**src/rtl/io_pkg.sv**
```systemverilog
// rtl/io_pkg.sv - shared constants and state types for the CPU character I/O port
package io_pkg;

    localparam int BITS      = 16;
    localparam int CHAR_BITS = 8;

    localparam logic FGI_RST = 1'b0;
    localparam logic FGO_RST = 1'b1;

    // Encoded so that the state bit equals FGI
    typedef enum logic {
        IN_EMPTY = 1'b0,
        IN_FULL  = 1'b1
    } in_state_e;

    // Encoded so that the state bit equals FGO
    typedef enum logic {
        OUT_PEND = 1'b0,
        OUT_IDLE = 1'b1
    } out_state_e;

endpackage

```
**src/rtl/io_port_if.sv**
```systemverilog
// rtl/io_port_if.sv - bundle of device handshakes and CPU control lines of the I/O port
interface io_port_if #(
    parameter int Bits     = 16,
    parameter int CharBits = 8
);
    // input device
    logic [CharBits-1:0] in_data;
    logic                in_valid;
    logic                in_ready;
    // output device
    logic [CharBits-1:0] out_data;
    logic                out_valid;
    logic                out_ready;
    // CPU datapath / sequencer
    logic [Bits-1:0]     inpr;
    logic [CharBits-1:0] ac_lo;
    logic                cpu_inp;
    logic                cpu_out;
    logic                ien_set;
    logic                ien_clr;
    logic                r_window;
    logic                int_ack;
    logic                fgi;
    logic                fgo;
    logic                ien;
    logic                r;

    modport slave (
        input  in_data, in_valid, out_ready, ac_lo, cpu_inp, cpu_out,
               ien_set, ien_clr, r_window, int_ack,
        output in_ready, out_data, out_valid, inpr, fgi, fgo, ien, r
    );

    modport master (
        output in_data, in_valid, out_ready, ac_lo, cpu_inp, cpu_out,
               ien_set, ien_clr, r_window, int_ack,
        input  in_ready, out_data, out_valid, inpr, fgi, fgo, ien, r
    );

endinterface

```
**src/rtl/io_char_reg.sv**
```systemverilog
// rtl/io_char_reg.sv - character-wide holding register with load enable
module io_char_reg #(
    parameter int W = 8
) (
    input  logic         clk,
    input  logic         rst_n,
    input  logic         i_load,
    input  logic [W-1:0] i_d,
    output logic [W-1:0] o_q
);

    logic [W-1:0] r_q;

    // Capture a new character only when explicitly loaded
    always_ff @(posedge clk or negedge rst_n) begin
        if (!rst_n) begin
            r_q <= '0;
        end else if (i_load) begin
            r_q <= i_d;
        end
    end

    assign o_q = r_q;

endmodule

```
**src/rtl/io_port.sv**
```systemverilog
// rtl/io_port.sv - INPR/OUTR character port with FGI/FGO, IEN and interrupt request R
module io_port
    import io_pkg::*;
#(
    parameter int Bits     = BITS,
    parameter int CharBits = CHAR_BITS
) (
    input  logic      clk,
    input  logic      rst_n,
    io_port_if.slave  bus
);

    in_state_e           r_in_state;
    in_state_e           w_in_state_nxt;
    out_state_e          r_out_state;
    out_state_e          w_out_state_nxt;
    logic                w_inpr_load;
    logic                w_outr_load;
    logic                w_fgi;
    logic                w_fgo;
    logic                r_ien;
    logic                r_r;
    logic [CharBits-1:0] w_inpr_q;
    logic [CharBits-1:0] w_outr_q;

    // Flag state registers; reset values come from the package flag constants
    always_ff @(posedge clk or negedge rst_n) begin
        if (!rst_n) begin
            r_in_state  <= in_state_e'(FGI_RST);
            r_out_state <= out_state_e'(FGO_RST);
        end else begin
            r_in_state  <= w_in_state_nxt;
            r_out_state <= w_out_state_nxt;
        end
    end

    // Input side: accept one character when empty, hold it until INP drains it
    always_comb begin
        w_in_state_nxt = r_in_state;
        w_inpr_load    = 1'b0;
        case (r_in_state)
            IN_EMPTY: begin
                if (bus.in_valid) begin
                    w_inpr_load    = 1'b1;
                    w_in_state_nxt = IN_FULL;
                end
            end
            IN_FULL: begin
                if (bus.cpu_inp) begin
                    w_in_state_nxt = IN_EMPTY;
                end
            end
            default: w_in_state_nxt = IN_EMPTY;
        endcase
    end

    // Output side: OUT always reloads OUTR (even over an unsent character), device drains it
    always_comb begin
        w_out_state_nxt = r_out_state;
        w_outr_load     = bus.cpu_out;
        case (r_out_state)
            OUT_IDLE: begin
                if (bus.cpu_out) begin
                    w_out_state_nxt = OUT_PEND;
                end
            end
            OUT_PEND: begin
                if (!bus.cpu_out && bus.out_ready) begin
                    w_out_state_nxt = OUT_IDLE;
                end
            end
            default: w_out_state_nxt = OUT_IDLE;
        endcase
    end

    assign w_fgi = (r_in_state == IN_FULL);
    assign w_fgo = (r_out_state == OUT_IDLE);

    // IEN: interrupt acknowledge and IOF both beat ION
    always_ff @(posedge clk or negedge rst_n) begin
        if (!rst_n) begin
            r_ien <= 1'b0;
        end else if (bus.int_ack || bus.ien_clr) begin
            r_ien <= 1'b0;
        end else if (bus.ien_set) begin
            r_ien <= 1'b1;
        end
    end

    // R: sticky request from pre-edge flags, cleared only by interrupt acknowledge
    always_ff @(posedge clk or negedge rst_n) begin
        if (!rst_n) begin
            r_r <= 1'b0;
        end else if (bus.int_ack) begin
            r_r <= 1'b0;
        end else if (r_ien && (w_fgi || w_fgo) && bus.r_window) begin
            r_r <= 1'b1;
        end
    end

    io_char_reg #(.W(CharBits)) u_inpr (
        .clk    (clk),
        .rst_n  (rst_n),
        .i_load (w_inpr_load),
        .i_d    (bus.in_data),
        .o_q    (w_inpr_q)
    );

    io_char_reg #(.W(CharBits)) u_outr (
        .clk    (clk),
        .rst_n  (rst_n),
        .i_load (w_outr_load),
        .i_d    (bus.ac_lo),
        .o_q    (w_outr_q)
    );

    // Zero-extend INPR onto the CPU datapath
    always_comb begin
        bus.inpr                 = '0;
        bus.inpr[CharBits-1:0]   = w_inpr_q;
    end

    assign bus.in_ready  = ~w_fgi;
    assign bus.out_valid = ~w_fgo;
    assign bus.out_data  = w_outr_q;
    assign bus.fgi       = w_fgi;
    assign bus.fgo       = w_fgo;
    assign bus.ien       = r_ien;
    assign bus.r         = r_r;

endmodule

```
**src/flat_wrapper.sv**
```systemverilog
// flat-port wrapper written by rule: the top's interface ports become plain ports
module io_port_flat import io_pkg::*;
#(
    parameter int Bits     = BITS,
    parameter int CharBits = CHAR_BITS
)
  (clk, rst_n, bus_in_data, bus_in_valid, bus_out_ready, bus_ac_lo, bus_cpu_inp, bus_cpu_out, bus_ien_set, bus_ien_clr, bus_r_window, bus_int_ack, bus_in_ready, bus_out_data, bus_out_valid, bus_inpr, bus_fgi, bus_fgo, bus_ien, bus_r);
  io_port_if #(.Bits(Bits), .CharBits(CharBits)) bus_i ();
  input  logic clk;
  input  logic rst_n;
  input wire logic [$bits(bus_i.in_data)-1:0] bus_in_data;
  input wire logic [$bits(bus_i.in_valid)-1:0] bus_in_valid;
  input wire logic [$bits(bus_i.out_ready)-1:0] bus_out_ready;
  input wire logic [$bits(bus_i.ac_lo)-1:0] bus_ac_lo;
  input wire logic [$bits(bus_i.cpu_inp)-1:0] bus_cpu_inp;
  input wire logic [$bits(bus_i.cpu_out)-1:0] bus_cpu_out;
  input wire logic [$bits(bus_i.ien_set)-1:0] bus_ien_set;
  input wire logic [$bits(bus_i.ien_clr)-1:0] bus_ien_clr;
  input wire logic [$bits(bus_i.r_window)-1:0] bus_r_window;
  input wire logic [$bits(bus_i.int_ack)-1:0] bus_int_ack;
  output wire logic [$bits(bus_i.in_ready)-1:0] bus_in_ready;
  output wire logic [$bits(bus_i.out_data)-1:0] bus_out_data;
  output wire logic [$bits(bus_i.out_valid)-1:0] bus_out_valid;
  output wire logic [$bits(bus_i.inpr)-1:0] bus_inpr;
  output wire logic [$bits(bus_i.fgi)-1:0] bus_fgi;
  output wire logic [$bits(bus_i.fgo)-1:0] bus_fgo;
  output wire logic [$bits(bus_i.ien)-1:0] bus_ien;
  output wire logic [$bits(bus_i.r)-1:0] bus_r;
  assign bus_i.in_data = bus_in_data;
  assign bus_i.in_valid = bus_in_valid;
  assign bus_i.out_ready = bus_out_ready;
  assign bus_i.ac_lo = bus_ac_lo;
  assign bus_i.cpu_inp = bus_cpu_inp;
  assign bus_i.cpu_out = bus_cpu_out;
  assign bus_i.ien_set = bus_ien_set;
  assign bus_i.ien_clr = bus_ien_clr;
  assign bus_i.r_window = bus_r_window;
  assign bus_i.int_ack = bus_int_ack;
  assign bus_in_ready = bus_i.in_ready;
  assign bus_out_data = bus_i.out_data;
  assign bus_out_valid = bus_i.out_valid;
  assign bus_inpr = bus_i.inpr;
  assign bus_fgi = bus_i.fgi;
  assign bus_fgo = bus_i.fgo;
  assign bus_ien = bus_i.ien;
  assign bus_r = bus_i.r;
  io_port #(.Bits(Bits), .CharBits(CharBits)) u_core (.clk(clk), .rst_n(rst_n), .bus(bus_i));
endmodule
```
**config.mk**
```make
export PLATFORM = sky130hd
export DESIGN_NAME = io_port_flat
export DESIGN_NICKNAME = d
export VERILOG_FILES = /design/src/rtl/io_pkg.sv /design/src/rtl/io_port_if.sv /design/src/rtl/io_char_reg.sv /design/src/rtl/io_port.sv /design/src/flat_wrapper.sv
export SDC_FILE = /design/constraint.sdc
export NUM_CORES = 1
export LEC_CHECK = 0
export CORE_AREA = 2 2 65 67
export DETAILED_ROUTE_END_ITERATION = 8
export DIE_AREA = 0 0 67 69
export GPL_ROUTABILITY_DRIVEN = 0
export SETUP_SLACK_MARGIN = 0.5
export SLEW_MARGIN = 20
export SYNTH_ARGS = -nofsm -noshare
export SYNTH_HDL_FRONTEND = slang
export SYNTH_HIERARCHICAL = 1
export SYNTH_SLANG_ARGS = --single-unit
```
**constraint.sdc**
```tcl
create_clock -name clk -period 2 [get_ports clk]
set_input_delay 0.4 -clock clk [delete_from_list [all_inputs] [get_ports clk]]
set_output_delay 0.4 -clock clk [all_outputs]
set_load 0.03 [all_outputs]
```
---- After elaboration in Yosys (flattened, before gate mapping) ----
Index checks and enable logic that the tools add are counted.
word-level totals
  output and inout bits ................... 30
  input port bits ......................... 26
  register bits after elaboration ......... 20
cells by class
  reduce and logical (&&, ||, !) cells .... 8
  multiplexer cells ....................... 11
  bitwise operators ....................... 2
operators with widths
  operator             number
  $mux W1              9
  $pmux W1 S2          2
  $reduce_bool A2 Y1   2
  $logic_and A1 B1 Y1  3
  $logic_or A1 B1 Y1   2
  $not A1 Y1           2
  $logic_not A1 Y1     1

---- Longest topological paths before layout ----
Gate-level depths: netlist of the first run.
  word-level depth ........................ 5
  gate-level depth with buffers ........... 3
  gate-level depth less buffers ........... 2

---- Hierarchy ----
The synthesis of the first run kept the hierarchy.
modules (own cells, without submodules)
  module       times used  area each (µm²)  cells each
  io_char_reg  2           331.6            17
  io_port      1           230.2            24

---- Least setup slack after synthesis of the first run ----
No wires, ideal clock.
  kind .................................... register to register
  from .................................... register u_core.r_in_state, in the netlist u_core/bus.fgi
  to ...................................... register u_core.u_inpr.r_q[0], in the netlist u_core/u_inpr/o_q[0]
  required time ........................... 1.875 ns
  arrival ................................. 1.126 ns
  stages on the path, launching flop included .. 4
  slack ................................... 0.749 ns
  period minus slack after synthesis ...... 1.251 ns
  cells stage by stage .................... dfrtp_1 -> nor2b_2 -> buf_6 -> mux2_4
on the way
  cells in the longest elaborated chain, start to end .. 1
RTL lines
  what                      RTL line           text
  start: declaration        io_port.sv:13      in_state_e r_in_state;
  start signal: assignment  io_port.sv:29      r_in_state <= in_state_e'(FGI_RST);
  start signal: assignment  io_port.sv:32      r_in_state <= w_in_state_nxt;
  $mux W1                   io_port.sv:41      case (r_in_state)
  via u_core.w_inpr_load    io_port.sv:17      logic w_inpr_load;
  end signal: assignment    io_char_reg.sv:19  r_q <= i_d;
  end: declaration          io_char_reg.sv:12  logic [W-1:0] r_q;
The timed path passes the listed nets, and every way through them passes these cells.
A chain may end at the register's enable or synchronous reset.

---- Worst setup path after layout of the first run ----
  from .................................... register u_core.r_ien, in the netlist u_core/bus.ien
  to ...................................... output bus_ien
RTL lines
  what                      RTL line            text
  start: declaration        io_port.sv:21       logic r_ien;
  start signal: assignment  io_port.sv:82       r_ien <= 1'b0;
  start signal: assignment  io_port.sv:84       r_ien <= 1'b0;
  start signal: assignment  io_port.sv:86       r_ien <= 1'b1;
  end: declaration          flat_wrapper.sv:27  output wire logic [$bits(bus_i.ien)-1:0] bus_ien;
No word-level cell between the ends.

==> results of run 1 <==
[layout by cell type (no fill, tap or decap)]
| cell | synthesis | layout |
|---|---|---|
| conb_1 | 1 | 8 |
| buf_4 | 8 | 3 |
| mux2_4 | 16 | 16 |
| nor2b_2 | 1 | 1 |
| o21bai_1 | 1 | 1 |
| o211ai_2 | 1 | 1 |
| dlygate4sd2_1 | 0 | 17 |
| nor2_1 | 3 | 3 |
| dfstp_2 | 1 | 1 |
| inv_1 | 3 | 3 |
| a21oi_2 | 1 | 1 |
| clkbuf_2 | 0 | 2 |
| nor3_1 | 1 | 1 |
| buf_2 | 0 | 2 |
| clkdlybuf4s15_1 | 0 | 1 |
| clkbuf_1 | 0 | 1 |
| clkbuf_8 | 0 | 3 |
| dfrtp_1 | 19 | 19 |
| clkdlybuf4s50_1 | 0 | 25 |
[timing repair]
| item | CTS | global route |
|---|---|---|
| gates cloned | 0 | 0 |
| hold buffers | 0 | 0 |
| endpoints found under the setup margin | 22 | 4 |
| gates resized for setup | 29 | 6 |
| hold endpoints to repair | 0 | 0 |
[flip-flops by register name (all words and copies together) (netlist names)]
register           flops
u_core/bus.ien         1
u_core/bus.fgo         1
u_core/u_outr/o_q      8
u_core/bus.r           1
u_core/u_inpr/o_q      8
u_core/bus.fgi         1
[cells in the mapped netlist, drive strengths merged]
cell	number
mux2	16
nor3	1
o21bai	1
o211ai	1
buf	10
conb	1
inv	3
nor2b	1
dfstp	1
nor2	3
a21oi	1
dfrtp	19
[through the flow]
step	util [%]	hold slack, ps	instances	cell area (um2)	setup WS [ps]
final	35.7	425	159	1400	579
after global routing	35.7	436	159	1400	523
after CTS	36.0	433	159	1410	378
after detailed placement	35.6	492	155	1390	376
after global placement	35.6	495	155	1390	396
after floorplan	-	104	65	920	749
[cells by family (layout without fill, tap and decap cells)]
kind of cell / after synthesis / after routing / synth area share [%]
compound gates: 3 / 3 / 3.22
other cells: 1 / 8 / 0.420
flops: 20 / 20 / 56.2
buf+inv: 13 / 57 / 10.5
mux: 16 / 16 / 26.9
simple gates: 5 / 5 / 2.80
[power by group]
group / leakage [nW] / total (mW) / internal, mW / switching (mW)
logic: 0.404 / 0.409 / 0.186 / 0.223
clock network: 0.0228 / 0.259 / 0.141 / 0.118
registers: 0.237 / 0.497 / 0.464 / 0.0324
total: 0.663 / 1.16 / 0.791 / 0.374
[routing by layer]
layer / track usage (%) / up-vias / wire length [um]
met5: 0 / - / 0
met4: 0.680 / 0 / 0
met1: 9.76 / 281 / 754
li1: - / 277 / -
met3: 4.57 / 0 / 177
met2: 15.0 / 33 / 902
[worst max path at each step]
| stage | startpoint | to | slack [ps] | depth (start not counted) |
|---|---|---|---|---|
| after global placement | u_core/bus.fgo | bus_fgo | 400 | 1 |
| after CTS | u_core/bus.fgo | bus_fgo | 380 | 1 |
| final | u_core/bus.ien | bus_ien | 580 | 1 |
| after detailed placement | bus_in_valid | u_core/u_inpr/o_q[2] | 380 | 4 |
| after floorplan | u_core/bus.fgi | u_core/u_inpr/o_q[0] | 750 | 3 |
| after global routing | u_core/bus.fgo | bus_out_valid | 520 | 2 |
[area by class of cell]
cell class / count / area, um2
fill: 410 / 2520
sequential: 20 / 502
timing repair buffer: 50 / 452
multi-input combinational: 32 / 324
tap: 50 / 62.6
clock buffer: 4 / 45.0
inverter: 3 / 11.3
==> impl_metrics.env, run 1 <==
export IMPL_outcome="finished clean"
export IMPL_initial_core_util_pct=22.8
export IMPL_crit_chain="clkdlybuf4s15_1"
export IMPL_antenna_cells=0
export IMPL_insertion_delay_ps=250
export IMPL_finalSetupViolCount=0
export IMPL_overflow=0
export IMPL_viasPerCell=3.72
export IMPL_clk_path_buf_depth=2
export IMPL_ant_nets=0
export IMPL_first_pass_iters=4
export IMPL_netlist_area_um2=893
export IMPL_syn2layout_area_growth_pct=56.3
export IMPL_yosys_area_top_type_share_pct=53.2
export IMPL_ys_ff_latch=20
export IMPL_clock_root_buffer="clkbuf_8"
export IMPL_hpwl_mm=1.47
export IMPL_final_layout_size_suffix_gt1_share_pct=27.5
export IMPL_cp_start_kind="flop"
export IMPL_max_stage_delay_ps=390
export IMPL_p_per_area_nw_per_um2=834
export IMPL_grt_start_max_net_pins=14
export IMPL_drt_iter0_markers=3
export IMPL_clock_skew_ps=1.89
export IMPL_fin_nets=136
export IMPL_netlist_top_cell_by_area="dfrtp_1"
export IMPL_post_route_period_util_pct=71.1
export IMPL_grtUsageTotal_pct=8.69
export IMPL_die_x_um=67
export IMPL_ys_types=13
export IMPL_maxSlewViolCount=0
export IMPL_netlist_instances=58
export IMPL_synth_area_top_cells="dfrtp_1 53%, mux2_4 27%, buf_4 6.7%"
export IMPL_end_kind="output port"
export IMPL_max_freq_mhz=704
export IMPL_pin_count=56
export IMPL_rsz0062_at_grt="false"
export IMPL_period_minus_slack_ps=1420
export IMPL_clkSinkCount=20
export IMPL_rr_startpoint="u_core/bus.fgi"
export IMPL_placementRows=23
export IMPL_hold_path_class="in -> async"
export IMPL_grt_pass1_wl_mm=3.13
export IMPL_numCtsBuffers=3
export IMPL_die_height_um=69
export IMPL_cp_max_fo=3
export IMPL_crit_required_ps=1600
export IMPL_cp_top_family="flip-flops"
export IMPL_crit_arrival_ps=1020
export IMPL_rr_endpoint="u_core/u_inpr/o_q[2]"
export IMPL_grt_pass1_vias=703
export IMPL_vias=591
export IMPL_power_mw=1.16
export IMPL_leakage_nw=0.663
export IMPL_drc_errors=0
export IMPL_reg2reg_depth=3
export IMPL_synth_warnings=6
export IMPL_yosysSeqAreaShare_pct=56.2
export IMPL_hold_viol=0
export IMPL_maxCapViolations=0
export IMPL_tns_ps=0
export IMPL_drt_wl_total_mm=1.83
export IMPL_syn_mean_instance_area_um2=15.4
export IMPL_io_buffers=47
export IMPL_crit_type="reg -> out"
export IMPL_antenna_found_initial=0
export IMPL_critical_path_slowest_cell="dfrtp_1"
export IMPL_path_buf_inv=1
export IMPL_postCtsSetupBuffers=0
export IMPL_htreeDepth=1
export IMPL_tritoncts="done"
export IMPL_r2r_setup_slack_ps=800
export IMPL_dieArea_um2=4620
export IMPL_fp_coreArea_um2=3910
export IMPL_clk_pin_slew_ps=70
export IMPL_detail_route_wl_per_cell_um=11.5
export IMPL_vdd_drop_max_uv=439
Note: power is estimated with default switching activity, not from simulation.
==> run 2, diff against run 1 <==
==> constraint.sdc (replaced) <==
create_clock -name clk -period 1.1 [get_ports clk]
set_input_delay 0.22 -clock clk [delete_from_list [all_inputs] [get_ports clk]]
set_output_delay 0.22 -clock clk [all_outputs]
set_load 0.03 [all_outputs]
==> impl_metrics.env, run 2 (synthesized netlist as in run 1, its figures left out) <==
export IMPL_outcome="finished with violations"
export IMPL_violations="setup timing"
export IMPL_setup_ws_ps=-150
export IMPL_clk_path_buf_depth=2
export IMPL_power_mw=2.45
export IMPL_fin_area_um2=1720
export IMPL_max_freq_mhz=800
export IMPL_drt_wl_total_mm=2.04
export IMPL_hold_path_class="in -> async"
export IMPL_crit_required_ps=880
export IMPL_io_buffers=47
export IMPL_crit_top_cell="buf_6"
export IMPL_clkSinkCount=20
export IMPL_end_kind="output port"
export IMPL_placementRows=23
export IMPL_crit_chain="buf_6 > buf_6"
export IMPL_placed_area_um2=1420
export IMPL_pin_count=56
export IMPL_p_per_area_nw_per_um2=1430
export IMPL_period_minus_slack_ps=1250
export IMPL_cp_start_kind="flop"
export IMPL_r2r_setup_slack_ps=-100
export IMPL_wl_met3_um=161
export IMPL_maxCapViolations=0
export IMPL_highest_signal_layer="met3"
export IMPL_clock_skew_ps=4.49
export IMPL_dieArea_um2=4620
export IMPL_hpwl_mm=1.45
export IMPL_dr_wl_met2_mm=1.06
export IMPL_crit_arrival_ps=1030
export IMPL_antenna_cells=0
export IMPL_overflow=0
export IMPL_first_pass_iters=2
export IMPL_detail_route_wl_per_cell_um=11.7
export IMPL_tritoncts="done"
export IMPL_grt_pass1_vias=686
export IMPL_ant_nets=0
export IMPL_fin_util_pct=43.9
export IMPL_hold_viol=0
export IMPL_syn2layout_area_growth_pct=92.2
export IMPL_die_x_um=67
export IMPL_m1WireLength_um=819
export IMPL_rr_startpoint="u_core/bus.fgi"
export IMPL_numCtsBuffers=3
export IMPL_fin_nets=152
export IMPL_post_route_period_util_pct=114
export IMPL_viasPerCell=3.70
export IMPL_drt_iter0_markers=3
export IMPL_fp_coreArea_um2=3910
export IMPL_regArea_um2=515
export IMPL_leakage_nw=0.796
export IMPL_die_height_um=69
export IMPL_critical_path_slowest_cell="dfstp_2"
export IMPL_clock_root_buffer="clkbuf_8"
export IMPL_max_stage_delay_ps=560
export IMPL_grt_start_max_net_pins=16
export IMPL_htreeDepth=1
export IMPL_cts_hold_buf=0
export IMPL_grtUsageTotal_pct=8.69
export IMPL_final_cell_mix="28 x buf_6, 23 x clkdlybuf4s50_1, 16 x mux2_4"
export IMPL_vdd_drop_max_uv=896
export IMPL_cp_max_fo=2
export IMPL_rsz0062_at_grt="true"
export IMPL_finalSetupViolCount=13
export IMPL_multi_input_area_um2=342
export IMPL_reg2reg_depth=4
export IMPL_antenna_found_initial=0
export IMPL_crit_type="reg -> out"
export IMPL_rr_endpoint="u_core/u_inpr/o_q[1]"
export IMPL_n_fill_cell=381
export IMPL_clk_pin_slew_ps=70
export IMPL_drc_errors=0
export IMPL_initial_core_util_pct=22.8
export IMPL_insertion_delay_ps=250
export IMPL_grt_pass1_wl_mm=3.10
export IMPL_vias=644
export IMPL_maxSlewViolCount=0
export IMPL_final_common_cell="buf_6"
export IMPL_final_layout_size_suffix_gt1_share_pct=64.5
==> run 2: cell count changes in the layout (fill, tap and decap cells not counted), sizes merged <==
cell and delta:
clkdlybuf4s50 -2, bufbuf +1, dlygate4sd2 -16, clkbuf -3, clkdlybuf4s15 -1, buf +36
==> run 2: worst max-delay path by stage <==
stage                         startpoint  cells after the start  slack, ps                   end
after CTS                 u_core/bus.fgo                      2       -170               bus_fgo
after detailed placement    bus_in_valid                      4       -330  u_core/u_inpr/o_q[0]
after floorplan           u_core/bus.fgi                      3       -100  u_core/u_inpr/o_q[0]
after global placement      bus_in_valid                      4       -300  u_core/u_inpr/o_q[7]
final                     u_core/bus.fgo                      2       -150               bus_fgo
after global routing      u_core/bus.fgo                      2       -190               bus_fgo
==> run 2: stage by stage <==
| stage | hold slack, ps | setup slack (ps) | TNS, ps | std cells |
|---|---|---|---|---|
| 2_1_floorplan | -75.6 | -97.8 | -782 | 65 |
| 3_3_place_gp | 499 | -300 | -4340 | 158 |
| 3_5_place_dp | 496 | -333 | -4740 | 158 |
| 6_report | 262 | -150 | -1150 | 174 |
| 5_1_grt | 269 | -189 | -1630 | 174 |
| 4_1_cts | 256 | -167 | -1340 | 172 |
==> run 2: worst max-delay path: cells and delay by family (launching register included) <==
family	cells	cell delay (ps)
flip-flops	1	560
buffers and inverters	2	220
==> run 2: area by class of cell <==
type	count	area share, %
clock buffers	3	2.41
inverters	3	0.948
multi-input cells	32	19.9
flip-flops and latches	20	30.0
well taps	50	3.64
repair buffers	66	43.1
==> run 2: per-layer routing <==
metal	GRT usage, %	up-vias
met5	0	-
met4	0.680	0
met3	2.94	0
met2	14.5	34
met1	11.2	303
li1	-	307
==> run 2: what timing repair did <==
action / 4_1_cts / 5_1_grt
gates resized for setup: 41 / 5
gates cloned: 2 / 0
setup endpoints to repair: 42 / 42
endpoints found under the hold margin: 0 / 0
buffers inserted: 9 / 2
pin swaps: 0 / 2
==> run 2: report_power, final <==
group          total (mW)  switching, mW  internal [mW]
sequential          0.939         0.0871          0.852
clock               0.455          0.212          0.243
combinational        1.06          0.454          0.604
total                2.45          0.753           1.70
==> patch (flow settings as in run 2) <==
Set the package constant `BITS` to 32 (it was 16).
--- a/src/rtl/io_pkg.sv
+++ b/src/rtl/io_pkg.sv
@@ -3,3 +3,3 @@
 
-    localparam int BITS      = 16;
+    localparam int BITS      = 32;
     localparam int CHAR_BITS = 8;
Interface: changed (resized bus_inpr); port bits go from 56 to 72. No check against the original RTL was run, so the function may have changed too.
==> patch against run 2 <==
  * The flow still finishes with violations (negative setup slack)
  * Worst hold slack gained 3.7 ps
  * First-iteration DRC count grew to 4.3 times the old value
  * Largest power group unchanged
  * Setup slack lost 25 ps
  * Routed wire length grew 4.7%
  * Sequential cell count is the same
  * Sequential share of layout area shrank 0.75 points
  * Maximum frequency shrank 2.0%
  * Synthesized cell count grew 28%
  * Power grew 5.2%
  * Design area grew 2.6%
  * Synthesized area grew 13%
  * Sequential power is essentially flat
  * Register-to-register slack lost 20 ps
  * Non-clock buffer count is the same
==> patch: results (changes against run 2) <==
route:
  via_per_inst: 3.712  # was 3.701
  wl_per_cell_microns: 11.17  # was 11.71 microns
  drt_iter0_markers: 13  # was 3
  via_count: 709  # was 644
  dr.pass1.iters: 2  # unchanged
worst_setup_path:
  worstPathArrival_ps: 1050  # was 1030 ps
  rr_worst_depth: 6  # was 4
  r2r_end: "u_core/bus.r"  # was u_core/u_inpr/o_q[1]
  r2r_start: "u_core/bus.fgo"  # was u_core/bus.fgi
  cp_max_fo: 2  # unchanged
  rrSetupSlack_ps: -120  # was -100 ps
synthesis:
  synth.area.top_cells: "dfrtp_1 47%, mux2_4 24%, buf_4 18%"  # was dfrtp_1 53%, mux2_4 27%, buf_4 6.7%
  synth_ff_type: "dfrtp_1"  # unchanged
  yosys.area_share.adder: 0  # unchanged
  synth_compound_area_frac: 0.02840  # was 0.03221
  synth_commonest_cells: "24 x buf_4, 19 x dfrtp_1, 16 x mux2_4"  # was 19 x dfrtp_1, 16 x mux2_4, 8 x buf_4
  synth_xor_area_frac: 0  # unchanged
  yosysSeqAreaShare: 0.4951  # was 0.5616
  synth_cell_types: 13  # unchanged
  synth_mux_area_frac: 0.2370  # was 0.2689
  synthCells: 74  # was 58
die:
  dieArea_sq_um: 4623  # unchanged
layout:
  drive_gt1_frac: 0.5674  # was 0.6452
  num-fill-cells: 366  # was 381
outcome:
  violations: "negative setup slack"  # unchanged
  outcome: "finished with violations"  # unchanged
global_route:
  grtUsageTotal: 0.09453  # was 0.08690
  grt_first_pass_wirelength_mm: 3.318  # was 3.098 mm
  grt_antenna_before_repair: 0  # unchanged
  grt_max_degree: 14  # was 16
sta:
  finalSetupViolCount: 14  # was 13
  worst_slack_ps: -175.0  # was -149.7 ps
  skew_ps: 1.391  # was 4.489 ps
  hold_ws_ps: 266.0  # was 262.3 ps
pwr:
  ir_drop_v: 0.0006994  # was 0.0008965 V
  leakagePower_nw: 0.8452  # was 0.7965 nW
placed_design:
  portBuffers: 47  # unchanged
  hpwl_mm: 1.570  # was 1.452 mm
  placed_area_sq_um: 1464  # was 1416 sq um
  dp_slack_ps: -346.3  # was -332.7 ps
  dp.cells: 174  # was 158
clock_network:
  clkLatencyLatePin_ps: 250  # about the same
  cts-root-buf: "clkbuf_8"  # unchanged
  h-tree-depth: 1  # unchanged
  cts_buffers: 3  # unchanged
  cts_buffer_depth: 2  # unchanged
  clkTransAtPathRegs_ps: 70  # about the same
min_path:
  min_path_type: "input port to async pin"  # unchanged
[patch: cell types whose count changed after synthesis]
cell / before / now
buf_4: 8 / 24
[patch: timing repair]
action	CTS	global route
endpoints found under the hold margin	0	0
setup buffers	8	4
gates resized for setup	44	2
pin swaps	3	2
gates cloned	1	0
endpoints found under the setup margin	42	42
[patch: cells by family after synthesis]
family                 after synthesis
AND/OR/NAND/NOR                      5
multiplexers                        16
flip-flops                          20
buffers and inverters               29
AO/OA/AOI/OAI                        3
other                                1
[patch: worst max-delay path by stage]
| stage | startpoint | to | slack (ps) | cells after the start |
|---|---|---|---|---|
| 3_5_place_dp | bus_in_valid | u_core/u_inpr/o_q[4] | -350 | 4 |
| 6_report | u_core/bus.fgo | bus_fgo | -170 | 2 |
| 2_1_floorplan | u_core/bus.fgi | u_core/u_inpr/o_q[0] | -100 | 3 |
| 4_1_cts | u_core/bus.fgo | bus_fgo | -190 | 2 |
| 5_1_grt | u_core/bus.fgo | bus_fgo | -210 | 2 |
| 3_3_place_gp | bus_in_valid | u_core/u_inpr/o_q[1] | -320 | 4 |
[patch: cell type report]
class | count | area share
Inverter | 3 | 0.009240
Clock buffer | 4 | 0.03127
Sequential cell | 20 | 0.2928
Tap cell | 50 | 0.03554
Timing Repair Buffer | 66 | 0.4058
Multi-Input combinational cell | 48 | 0.2253
[patch: worst max-delay path: stages, from the launching register on]
cell     delay [ps]
dfstp_2         570
buf_6           110
buf_6           120
[patch: layer usage]
metal  routed length [microns]  track usage
met1                       803       0.1101
met2                      1077       0.1606
met3                       252      0.04731
met4                         0     0.006803
met5                         0            0
[patch: report_power, final]
| part | switching (mW) | total (mW) | internal (mW) |
|---|---|---|---|
| registers | 0.0880 | 0.940 | 0.852 |
| clock network | 0.225 | 0.543 | 0.318 |
| logic | 0.520 | 1.10 | 0.576 |
[patch: metrics by stage]
step | utilization | TNS (ps) | power [mW]
2_1_floorplan | - | -782.4 | 1.536
3_3_place_gp | 0.3740 | -4407 | 1.819
3_5_place_dp | 0.3740 | -4595 | 1.830
4_1_cts | 0.4402 | -757.2 | 2.577
5_1_grt | 0.4498 | -1244 | 2.708
6_report | 0.4498 | -748.9 | 2.579
